===== src/rtl/vga_sync_decoder_if.sv =====
// Sync-input / recovered-timing bundle between a video source and vga_sync_decoder.
// The master drives the external syncs; the slave (decoder) returns the recovered timing.
interface vga_sync_decoder_if #(
  parameter int HW = 11,
  parameter int VW = 10
);
  logic          HSYNC_IN;
  logic          VSYNC_IN;
  logic [HW-1:0] HCNT;
  logic [VW-1:0] VCNT;
  logic [HW-1:0] HTOTAL;
  logic [VW-1:0] VTOTAL;
  logic          LOCKED;
  logic          ERR;

  modport master (
    output HSYNC_IN, VSYNC_IN,
    input  HCNT, VCNT, HTOTAL, VTOTAL, LOCKED, ERR
  );

  modport slave (
    input  HSYNC_IN, VSYNC_IN,
    output HCNT, VCNT, HTOTAL, VTOTAL, LOCKED, ERR
  );
endinterface


===== src/rtl/vga_sync_decoder.sv =====
// Recovers H/V position from asynchronous active-low HSYNC/VSYNC, measures line and
// frame length, and declares lock after LOCK_FRAMES consecutive consistent frames.
module vga_sync_decoder #(
  parameter int HW          = 11,
  parameter int VW          = 10,
  parameter int LOCK_FRAMES = 2
) (
  input  logic                  CLK,
  input  logic                  RST,
  vga_sync_decoder_if.slave     bus
);

  localparam int GW = $clog2(LOCK_FRAMES + 1);
  localparam logic [HW-1:0] HMAX = '1;
  localparam logic [VW-1:0] VMAX = '1;

  typedef enum logic [1:0] {ST_SEARCH, ST_CHECK, ST_LOCKED} state_e;

  // [0] metastable stage, [1] synchronised, [2] history for edge detect
  logic [2:0]    hs_pipe_q, hs_pipe_d;
  logic [2:0]    vs_pipe_q, vs_pipe_d;
  logic [HW-1:0] hcnt_q, hcnt_d, prev_hlen_q, prev_hlen_d;
  logic [VW-1:0] vcnt_q, vcnt_d, prev_vlen_q, prev_vlen_d;
  logic          hbad_q, hbad_d, sat_q, sat_d, vpend_q, vpend_d;
  logic [HW-1:0] htotal_q, htotal_d;
  logic [VW-1:0] vtotal_q, vtotal_d;
  logic          err_q, err_d;
  state_e        state_q, state_d;
  logic [GW-1:0] gcnt_q, gcnt_d;

  logic          hs_fall, vs_fall, frame_evt, frame_good, sat_now, hmis;
  logic [HW-1:0] hlen;
  logic [VW-1:0] vlen;

  // NOTE: every variable assigned in an always_comb gets a default first, so no path
  // leaves it unassigned and no latch is inferred.
  always_comb begin
    hs_pipe_d   = {hs_pipe_q[1:0], bus.HSYNC_IN};
    vs_pipe_d   = {vs_pipe_q[1:0], bus.VSYNC_IN};
    hs_fall     = hs_pipe_q[2] & ~hs_pipe_q[1];
    vs_fall     = vs_pipe_q[2] & ~vs_pipe_q[1];
    hlen        = hcnt_q + 1'b1;
    vlen        = vcnt_q + 1'b1;
    hmis        = hs_fall && (hlen != prev_hlen_q);
    frame_evt   = hs_fall && (vpend_q || vs_fall);
    sat_now     = (hcnt_q == HMAX) || (vcnt_q == VMAX);
    frame_good  = !(hbad_q || hmis) && (vlen == prev_vlen_q) && !(sat_q || sat_now);

    hcnt_d      = hs_fall ? '0 : ((hcnt_q == HMAX) ? hcnt_q : hcnt_q + 1'b1);
    vcnt_d      = vcnt_q;
    prev_hlen_d = prev_hlen_q;
    prev_vlen_d = prev_vlen_q;
    hbad_d      = hbad_q;
    sat_d       = sat_q || sat_now;
    vpend_d     = vpend_q || vs_fall;

    if (hs_fall) begin
      prev_hlen_d = hlen;
      hbad_d      = hbad_q || hmis;
    end

    // The line that closes a frame is judged in that frame; flags restart for the next.
    if (frame_evt) begin
      vcnt_d      = '0;
      vpend_d     = 1'b0;
      hbad_d      = 1'b0;
      sat_d       = 1'b0;
      prev_vlen_d = vlen;
    end else if (hs_fall && (vcnt_q != VMAX)) begin
      vcnt_d      = vcnt_q + 1'b1;
    end
  end

  // NOTE: sequential state uses non-blocking assignments so every flop samples
  // pre-edge values regardless of statement order.
  always_ff @(posedge CLK) begin
    if (RST) begin
      hs_pipe_q   <= '1;  // idle-high so release from reset never fakes a falling edge
      vs_pipe_q   <= '1;
      hcnt_q      <= '0;
      vcnt_q      <= '0;
      prev_hlen_q <= '0;
      prev_vlen_q <= '0;
      hbad_q      <= 1'b0;
      sat_q       <= 1'b0;
      vpend_q     <= 1'b0;
    end else begin
      hs_pipe_q   <= hs_pipe_d;
      vs_pipe_q   <= vs_pipe_d;
      hcnt_q      <= hcnt_d;
      vcnt_q      <= vcnt_d;
      prev_hlen_q <= prev_hlen_d;
      prev_vlen_q <= prev_vlen_d;
      hbad_q      <= hbad_d;
      sat_q       <= sat_d;
      vpend_q     <= vpend_d;
    end
  end

  always_ff @(posedge CLK) begin
    if (RST) begin
      state_q <= ST_SEARCH;
      gcnt_q  <= '0;
    end else begin
      state_q <= state_d;
      gcnt_q  <= gcnt_d;
    end
  end

  // Counter saturation aborts lock at once; otherwise decisions happen only at frame events.
  always_comb begin
    state_d = state_q;
    gcnt_d  = gcnt_q;
    if (sat_now) begin
      state_d = ST_SEARCH;
      gcnt_d  = '0;
    end else if (frame_evt) begin
      unique case (state_q)
        ST_SEARCH: begin
          if (frame_good) begin
            gcnt_d  = GW'(1);
            state_d = (LOCK_FRAMES == 1) ? ST_LOCKED : ST_CHECK;
          end
        end
        ST_CHECK: begin
          if (frame_good) begin
            gcnt_d = gcnt_q + 1'b1;
            if (gcnt_d == GW'(LOCK_FRAMES)) state_d = ST_LOCKED;
          end else begin
            state_d = ST_SEARCH;
            gcnt_d  = '0;
          end
        end
        ST_LOCKED: begin
          if (!frame_good) begin
            state_d = ST_SEARCH;
            gcnt_d  = '0;
          end
        end
        default: begin
          state_d = ST_SEARCH;
          gcnt_d  = '0;
        end
      endcase
    end
  end

  always_comb begin
    err_d    = (state_q == ST_LOCKED) && (state_d != ST_LOCKED);
    htotal_d = '0;
    vtotal_d = '0;
    if (state_d == ST_LOCKED) begin
      htotal_d = (state_q == ST_LOCKED) ? htotal_q : hlen;
      vtotal_d = (state_q == ST_LOCKED) ? vtotal_q : vlen;
    end
  end

  always_ff @(posedge CLK) begin
    if (RST) begin
      err_q    <= 1'b0;
      htotal_q <= '0;
      vtotal_q <= '0;
    end else begin
      err_q    <= err_d;
      htotal_q <= htotal_d;
      vtotal_q <= vtotal_d;
    end
  end

  assign bus.HCNT   = hcnt_q;
  assign bus.VCNT   = vcnt_q;
  assign bus.HTOTAL = htotal_q;
  assign bus.VTOTAL = vtotal_q;
  assign bus.LOCKED = (state_q == ST_LOCKED);
  assign bus.ERR    = err_q;

endmodule


===== src/flat_wrapper.sv =====
// flat-port wrapper written by rule: the top's interface ports become plain ports
module vga_sync_decoder_flat 
#(
  parameter int HW          = 11,
  parameter int VW          = 10,
  parameter int LOCK_FRAMES = 2
)
  (CLK, RST, bus_HSYNC_IN, bus_VSYNC_IN, bus_HCNT, bus_VCNT, bus_HTOTAL, bus_VTOTAL, bus_LOCKED, bus_ERR);
  vga_sync_decoder_if #(.HW(HW), .VW(VW)) bus_i ();
  input  logic CLK;
  input  logic RST;
  input wire logic [$bits(bus_i.HSYNC_IN)-1:0] bus_HSYNC_IN;
  input wire logic [$bits(bus_i.VSYNC_IN)-1:0] bus_VSYNC_IN;
  output wire logic [$bits(bus_i.HCNT)-1:0] bus_HCNT;
  output wire logic [$bits(bus_i.VCNT)-1:0] bus_VCNT;
  output wire logic [$bits(bus_i.HTOTAL)-1:0] bus_HTOTAL;
  output wire logic [$bits(bus_i.VTOTAL)-1:0] bus_VTOTAL;
  output wire logic [$bits(bus_i.LOCKED)-1:0] bus_LOCKED;
  output wire logic [$bits(bus_i.ERR)-1:0] bus_ERR;
  assign bus_i.HSYNC_IN = bus_HSYNC_IN;
  assign bus_i.VSYNC_IN = bus_VSYNC_IN;
  assign bus_HCNT = bus_i.HCNT;
  assign bus_VCNT = bus_i.VCNT;
  assign bus_HTOTAL = bus_i.HTOTAL;
  assign bus_VTOTAL = bus_i.VTOTAL;
  assign bus_LOCKED = bus_i.LOCKED;
  assign bus_ERR = bus_i.ERR;
  vga_sync_decoder #(.HW(HW), .VW(VW), .LOCK_FRAMES(LOCK_FRAMES)) u_core (.CLK(CLK), .RST(RST), .bus(bus_i));
endmodule

===== config.mk =====
export PLATFORM = sky130hd
export DESIGN_NAME = vga_sync_decoder_flat
export DESIGN_NICKNAME = d
export VERILOG_FILES = /design/src/rtl/vga_sync_decoder_if.sv /design/src/rtl/vga_sync_decoder.sv /design/src/flat_wrapper.sv
export SDC_FILE = /design/constraint.sdc
export NUM_CORES = 1
export LEC_CHECK = 0
export CORE_MARGIN = 8
export CORE_UTILIZATION = 45
export CTS_CLUSTER_DIAMETER = 120
export CTS_CLUSTER_SIZE = 8
export DETAILED_ROUTE_END_ITERATION = 10
export PLACE_DENSITY = 0.67
export RECOVER_POWER = 25
export SYNTH_ARGS = -nofsm -noshare
export SYNTH_HDL_FRONTEND = slang
export SYNTH_SLANG_ARGS = --single-unit

===== constraint.sdc =====
create_clock -name CLK -period 6.39 [get_ports CLK]
set_input_delay 1.278 -clock CLK [delete_from_list [all_inputs] [get_ports CLK]]
set_output_delay 1.278 -clock CLK [all_outputs]
set_load 0.02 [all_outputs]

==> metrics.yaml, run 1 <==
timing:
  timing.final.crit_period_ns: 3.873
  drv_slew: 0
  fmax_mhz: 258.2
  setup_violations: 0
  worst_pin_slew_ns: 1.090
  fin_crit_sh_pct: 60.61
  fin_setup_tns_ns: 0
  relSlewSlack_pct: 27.13
  worst_clock_skew_ns: 0.008032
  rsz0062_at_grt: "no"
  hold_viol_final: 0
die:
  dieArea_um2: 12210
  die_w_um: 110.5
  die_h_um: 110.5
  initial_utilization_pct: 46.32
  pin_count: 48
  coreArea_um2: 8678
  rows: 34
cts:
  root_buffer: "clkbuf_8"
  clkTransAtPathRegs_ns: 0.08
  cts_buffers: 9
  postCtsSetupBuffers: 0
  cts_buffer_depth: 2
  ctsResizeCount: 0
  clk_latency_ns: 0.36
  cts_num_sinks: 77
  htreeDepth: 3
  cts_tree: "done"
  post_cts_hold_buffer_count: 0
detailed_routing:
  route.detailed.drc: 0
  wirelength_um: 9959
  vias: 3438
  firstDrtPassIters: 4
  routedWlPerCell_um: 16.27
  final_antenna_net_count: 0
  vias_per_cell: 5.618
  dr.first_iter.drc_count: 173
final_layout:
  layout-drive-gt1-share_pct: 11.31
  final_cell_mix: "77 x dfxtp_1, 48 x nand2_1, 42 x nor2_1"
  syn2layout_area_growth_pct: 17.06
  mostFrequentLayoutCell: "dfxtp_1"
  diodes: 0
  nets: 506
synthesis:
  yosys_warnings: 0
  synth_edf_count: 0
  ys_seq_area_share_pct: 38.34
  synth_cell_type_count: 60
  synth_seq_cells: 77
  ys_async_sr_fraction_pct: 0
  syn_area_per_cell_um2: 8.517
  synth_ff_type: "dfxtp_1"
  syn-cell-area_um2: 4020
  synthCells: 472
  syn_nets: 479
global_route:
  top_usage_layer: "met2"
  grt_pass1_vias: 3269
  antenna_found_initial: 0
  globalRouteMet3Util_pct: 4.221
  grt_max_degree: 42
  use_met1_pct: 21.79
  grt_pass1_wl_um: 16500
  grtUsageMet2_pct: 24.13
  grt.total_usage_pct: 16.14
  overflow: 0
placed_design:
  io_buffers: 47
  dp_hpwl_um: 7350
  place_congestion: 0.8641
critical_path:
  rrSetupSlack_ns: 2.91
  crit_arrival_ns: 2.59
  critPathLaunchType: "flip-flop"
  crit_type: "reg2out"
  endpoint_kind: "primary output"
  cp.required_ns: 5.11
  critPathMaxFanout: 41
outcome:
  status: "finished, final reports clean"
pwr:
  ir_drop_mv: 0.1604
  finalPower_w: 0.0009667
  p_per_area_nw_per_um2: 205.4
  leakagePower_nw: 1.758
run:
  maxCapViolCount: 0
hold_path:
  min_path_type: "reg2reg"
[cell families (layout without fill, tap and decap cells)]
| kind of cell | Yosys count | after routing | share of synthesized area, % |
|---|---|---|---|
| simple gates | 198 | 198 | 27.86 |
| flops | 77 | 77 | 38.34 |
| xor+xnor | 48 | 48 | 11.02 |
| compound gates | 98 | 98 | 15.72 |
| mux | 6 | 6 | 1.525 |
| buf+inv | 42 | 74 | 4.606 |
| fa+ha+maj | 3 | 3 | 0.9338 |
[final timing paths]
path,start,end,cells after the start
worst max-delay path,u_core.state_q[0],bus_LOCKED,4
worst min-delay path,u_core.hs_pipe_q[0],u_core.hs_pipe_q[1],1
worst max register to register,u_core.bus.HCNT[0],u_core.bus.HTOTAL[0],10
worst min register to register,u_core.hs_pipe_q[0],u_core.hs_pipe_q[1],1
[synth_stat cells, types with 3 or more instances]
master	n	share of area (%)
a211oi_1	11	2.1
a21oi_1	20	2.5
a31oi_1	3	0.47
and3_1	5	0.78
and3b_1	3	0.65
and4_1	3	0.65
buf_2	7	0.87
clkbuf_1	21	2.0
dfxtp_1	77	38
ha_1	3	0.93
inv_1	9	0.84
mux2i_1	5	1.2
nand2_1	48	4.5
nand2b_1	7	1.1
nand3_1	13	1.6
nand4_1	8	1.2
nor2_1	42	3.9
nor2b_1	8	1.2
nor3_1	12	1.5
nor3_2	21	5.2
o2111ai_1	3	0.65
o211ai_1	3	0.56
o21ai_0	33	4.1
o31ai_1	3	0.56
or2_2	9	1.4
xnor2_1	19	4.1
xor2_1	27	5.9
[critical path: stages (launching register included)]
cell and delay, ns:
dfxtp_1 0.39, inv_1 0.09, nand2_1 0.80, inv_1 0.32
clkdlybuf4s50_1 0.64
[cell type report]
class / instances / area, um2
clock buffers: 11 / 151.4
clock inverters: 5 / 65.06
fillers: 855 / 3973
inverters: 9 / 33.78
multi-input cells: 353 / 2293
flip-flops and latches: 77 / 1541
well taps: 108 / 135.1
repair buffers: 49 / 485.5
[power by group]
part | leakage, nW | internal, W | total, W | switching, W
Combinational | 1.02 | 0.0000276 | 0.0000668 | 0.0000391
Clock | 0.111 | 0.000207 | 0.000402 | 0.000195
Sequential | 0.623 | 0.000488 | 0.000498 | 0.0000102
[per-stage QoR]
stage / worst slack [ns] / cells / cell area (um2) / util, % / hold slack, ns
after CTS: 2.487 / 612 / 4706 / 54.22 / 0.4179
after global placement: 2.973 / 596 / 4489 / 51.73 / 0.3941
after detailed placement: 2.911 / 596 / 4489 / 51.73 / 0.3974
after global routing: 2.255 / 612 / 4706 / 54.22 / 0.4378
after floorplan: 3.514 / 472 / 4020 / - / 0.3895
final: 2.517 / 612 / 4706 / 54.22 / 0.4242
[per-layer routing]
metal	up-vias	share of wire, %
li1	1709	-
met1	1634	49
met2	80	44
met3	15	5.4
met4	0	1.6
met5	-	0
[registers in the layout, indices dropped and copies added (netlist names)]
register	count
u_core.prev_hlen_q	11
u_core.gcnt_q	2
u_core.vs_pipe_q	3
u_core.hbad_q	1
u_core.vpend_q	1
u_core.bus.HCNT	11
u_core.bus.ERR	1
u_core.prev_vlen_q	10
u_core.bus.VTOTAL	10
u_core.state_q	2
u_core.sat_q	1
u_core.bus.VCNT	10
u_core.bus.HTOTAL	11
u_core.hs_pipe_q	3
No activity file was read; power rests on OpenSTA's default activity.
==> inputs of run 2 (changes only) <==
PLACE_DENSITY = 0.69   (was 0.67)
clock period = 3.3 ns   (was 6.39 ns; I/O delays follow)
==> run 2 against run 1 <==
Compared with the run above:
- via count up 2.7%
- flip-flop and latch count unchanged
- sequential power up 93%
==> metrics.yaml, run 2 (synthesis results as in run 1) <==
pwr:
  ir_drop_mv: 0.2245  # was 0.1604 mV
  p_sw_share_pct: 25.01  # was 25.24%
  leakagePower_nw: 1.757  # was 1.758 nW
  p_sw_w: 0.0004788  # was 0.0002440 W
  combPwrFrac_pct: 7.4  # was 6.9%
  p_per_area_nw_per_um2: 402.0  # was 205.4 nW/um2
  power_frac_seq_pct: 50.1  # was 51.6%
  intPower_w: 0.001436  # was 0.0007227 W
  p_clk_share_pct: 42.5  # was 41.5%
critical_path:
  crit_type: "reg2reg"  # was reg2out
  reg2reg_depth: 10  # unchanged
  cp.required_ns: 3.58  # was 5.11 ns
  crit_arrival_ns: 3.28  # was 2.59 ns
  critPathLaunchType: "flip-flop"  # unchanged
  r2r_end: "u_core.bus.HTOTAL[3]"  # was u_core.bus.HTOTAL[0]
  endpoint_kind: "flip-flop"  # was primary output
  rr_startpoint: "u_core.bus.VCNT[0]"  # was u_core.bus.HCNT[0]
  rrSetupSlack_ns: 0.30  # was 2.91 ns
  critPathMaxFanout: 21  # was 41
cts:
  ctsResizeCount: 0  # unchanged
  post_cts_hold_buffer_count: 0  # unchanged
  htreeDepth: 3  # unchanged
  postCtsSetupBuffers: 0  # unchanged
  cts_buffer_depth: 2  # unchanged
  cts_tree: "done"  # unchanged
  root_buffer: "clkbuf_8"  # unchanged
  cts_num_sinks: 77  # unchanged
  cts_buffers: 9  # unchanged
  clk_latency_ns: 0.36  # about the same
  clkTransAtPathRegs_ns: 0.09  # was 0.08 ns
hold_path:
  min_from: "u_core.vs_pipe_q[0]"  # was u_core.hs_pipe_q[0]
  hold_end: "u_core.vs_pipe_q[1]"  # was u_core.hs_pipe_q[1]
  worstHoldPathCells: 1  # unchanged
  min_path_type: "reg2reg"  # unchanged
timing:
  fmax_mhz: 333.4
  fin_setup_tns_ns: 0  # unchanged
  hold_viol_final: 0  # unchanged
  drv_slew: 0  # unchanged
  setup_violations: 0  # unchanged
  timing.final.crit_period_ns: 2.999
  relSlewSlack_pct: 40.58  # was 27.13%
  worst_pin_slew_ns: 0.8913  # was 1.090 ns
  fin_crit_sh_pct: 90.88
  rsz0062_at_grt: "no"  # unchanged
  setup_ws_ns: 0.3009  # was 2.517 ns
  worst_clock_skew_ns: 0.006838  # was 0.008032 ns
final_layout:
  nets: 514  # was 506
  mostFrequentLayoutCell: "dfxtp_1"  # unchanged
  layout-drive-gt1-share_pct: 12.11  # was 11.31%
  diodes: 0  # unchanged
  syn2layout_area_growth_pct: 18.49  # was 17.06%
  fin_area_um2: 4763  # was 4706 um2
  fill_cells: 850  # was 855
  final_cell_mix: "77 x dfxtp_1, 48 x nand2_1, 42 x nor2_1, 42 x clkdlybuf4s50_1, 33 x o21ai_0"  # was 77 x dfxtp_1, 48 x nand2_1, 42 x nor2_1
placed_design:
  io_buffers: 47  # unchanged
  preCtsSetupSlack_ns: 0.3282  # was 2.911 ns
  placed_cell_area_um2: 4549  # was 4489 um2
  dp_hpwl_um: 7468  # was 7350 um
  place_congestion: 0.9036  # was 0.8641
global_route:
  antenna_found_initial: 0  # unchanged
  grt.total_usage_pct: 16.59  # was 16.14%
  grt_pass1_vias: 3342  # was 3269
  grt_max_degree: 41  # was 42
  grt_pass1_wl_um: 17090  # was 16500 um
  overflow: 0  # unchanged
die:
  pin_count: 48  # unchanged
  initial_utilization_pct: 46.32  # unchanged
  coreArea_um2: 8678  # unchanged
  rows: 34  # unchanged
  die_w_um: 110.5  # unchanged
  dieArea_um2: 12210  # unchanged
  die_h_um: 110.5  # unchanged
detailed_routing:
  vias_per_cell: 5.697  # was 5.618
  routedWlPerCell_um: 16.82  # was 16.27 um
  wirelength_um: 10430  # was 9959 um
  dr.first_iter.drc_count: 231  # was 173
  final_antenna_net_count: 0  # unchanged
  firstDrtPassIters: 4  # unchanged
  route.detailed.drc: 0  # unchanged
  vias: 3532  # was 3438
run:
  maxCapViolCount: 0  # unchanged
outcome:
  status: "finished, final reports clean"  # unchanged
==> run 2: cell count changes in the layout (fill, tap and decap cells not counted) <==
cell and change:
dlygate4sd3_1 -8, buf_4 +6, bufinv_16 +1, clkbuf_1 +3
clkdlybuf4s50_1 +8, clkinvlp_4 +1, inv_6 -1, clkbuf_8 -2
==> run 2: worst max path at each step <==
stage	from	endpoint	slack [ns]	cells after the start
floorplan	u_core.bus.VCNT[1]	u_core.bus.HTOTAL[3]	0.42	11
global placement	u_core.bus.VCNT[0]	u_core.bus.HTOTAL[0]	0.32	10
detailed placement	u_core.bus.VCNT[0]	u_core.bus.VTOTAL[1]	0.33	10
CTS	u_core.bus.VCNT[0]	u_core.bus.VTOTAL[1]	0.28	10
global route	u_core.bus.VCNT[0]	u_core.bus.HTOTAL[3]	0.07	10
finish	u_core.bus.VCNT[0]	u_core.bus.HTOTAL[3]	0.30	10
==> run 2: final cells by class <==
cell class / count / area (um2) / area share [%]
Multi-Input combinational cell: 353 / 2293 / 48.15
Clock inverter: 6 / 93.84 / 1.970
Sequential cell: 77 / 1541 / 32.36
Clock buffer: 10 / 127.6 / 2.679
Inverter: 9 / 33.78 / 0.7092
Tap cell: 108 / 135.1 / 2.837
Timing Repair Buffer: 57 / 538.0 / 11.29
==> run 2: per-stage QoR <==
| step | hold slack [ns] | utilization [%] | power [W] | cells |
|---|---|---|---|---|
| 6_report | 0.4138 | 54.89 | 0.001915 | 620 |
| 3_5_place_dp | 0.3944 | 52.42 | 0.001123 | 604 |
| 4_1_cts | 0.4163 | 54.97 | 0.001928 | 620 |
| 2_1_floorplan | 0.3895 | - | 0.001078 | 472 |
| 3_3_place_gp | 0.3914 | 52.42 | 0.001119 | 604 |
| 5_1_grt | 0.4363 | 54.89 | 0.001980 | 620 |
==> run 2: critical path, cell delays in order, from the launching register on <==
cell       delay (ns)
dfxtp_1          0.33
ha_1             0.34
xnor2_2          0.30
xor2_1           0.25
o2111ai_1        0.16
a311o_1          0.28
or4_1            0.48
nor3_2           0.22
a22oi_2          0.12
buf_4            0.25
nor3_2           0.18
==> run 2: layer usage <==
metal  wire (um)  track usage (%)  up-vias
met2        4618            24.88      114
met3         678            3.355       11
met1        4978            22.91     1674
met4         154            5.676        0
li1            -                -     1733
met5           0                0        -
==> run 2: power by group through the flow <==
stage / logic, W / registers (W) / clock network (W)
2_1_floorplan: 0.0000935 / 0.000985 / 0
3_3_place_gp: 0.000139 / 0.000980 / 0
3_5_place_dp: 0.000141 / 0.000982 / 0
4_1_cts: 0.000142 / 0.000960 / 0.000826
5_1_grt: 0.000154 / 0.000963 / 0.000863
6_report: 0.000141 / 0.000960 / 0.000814
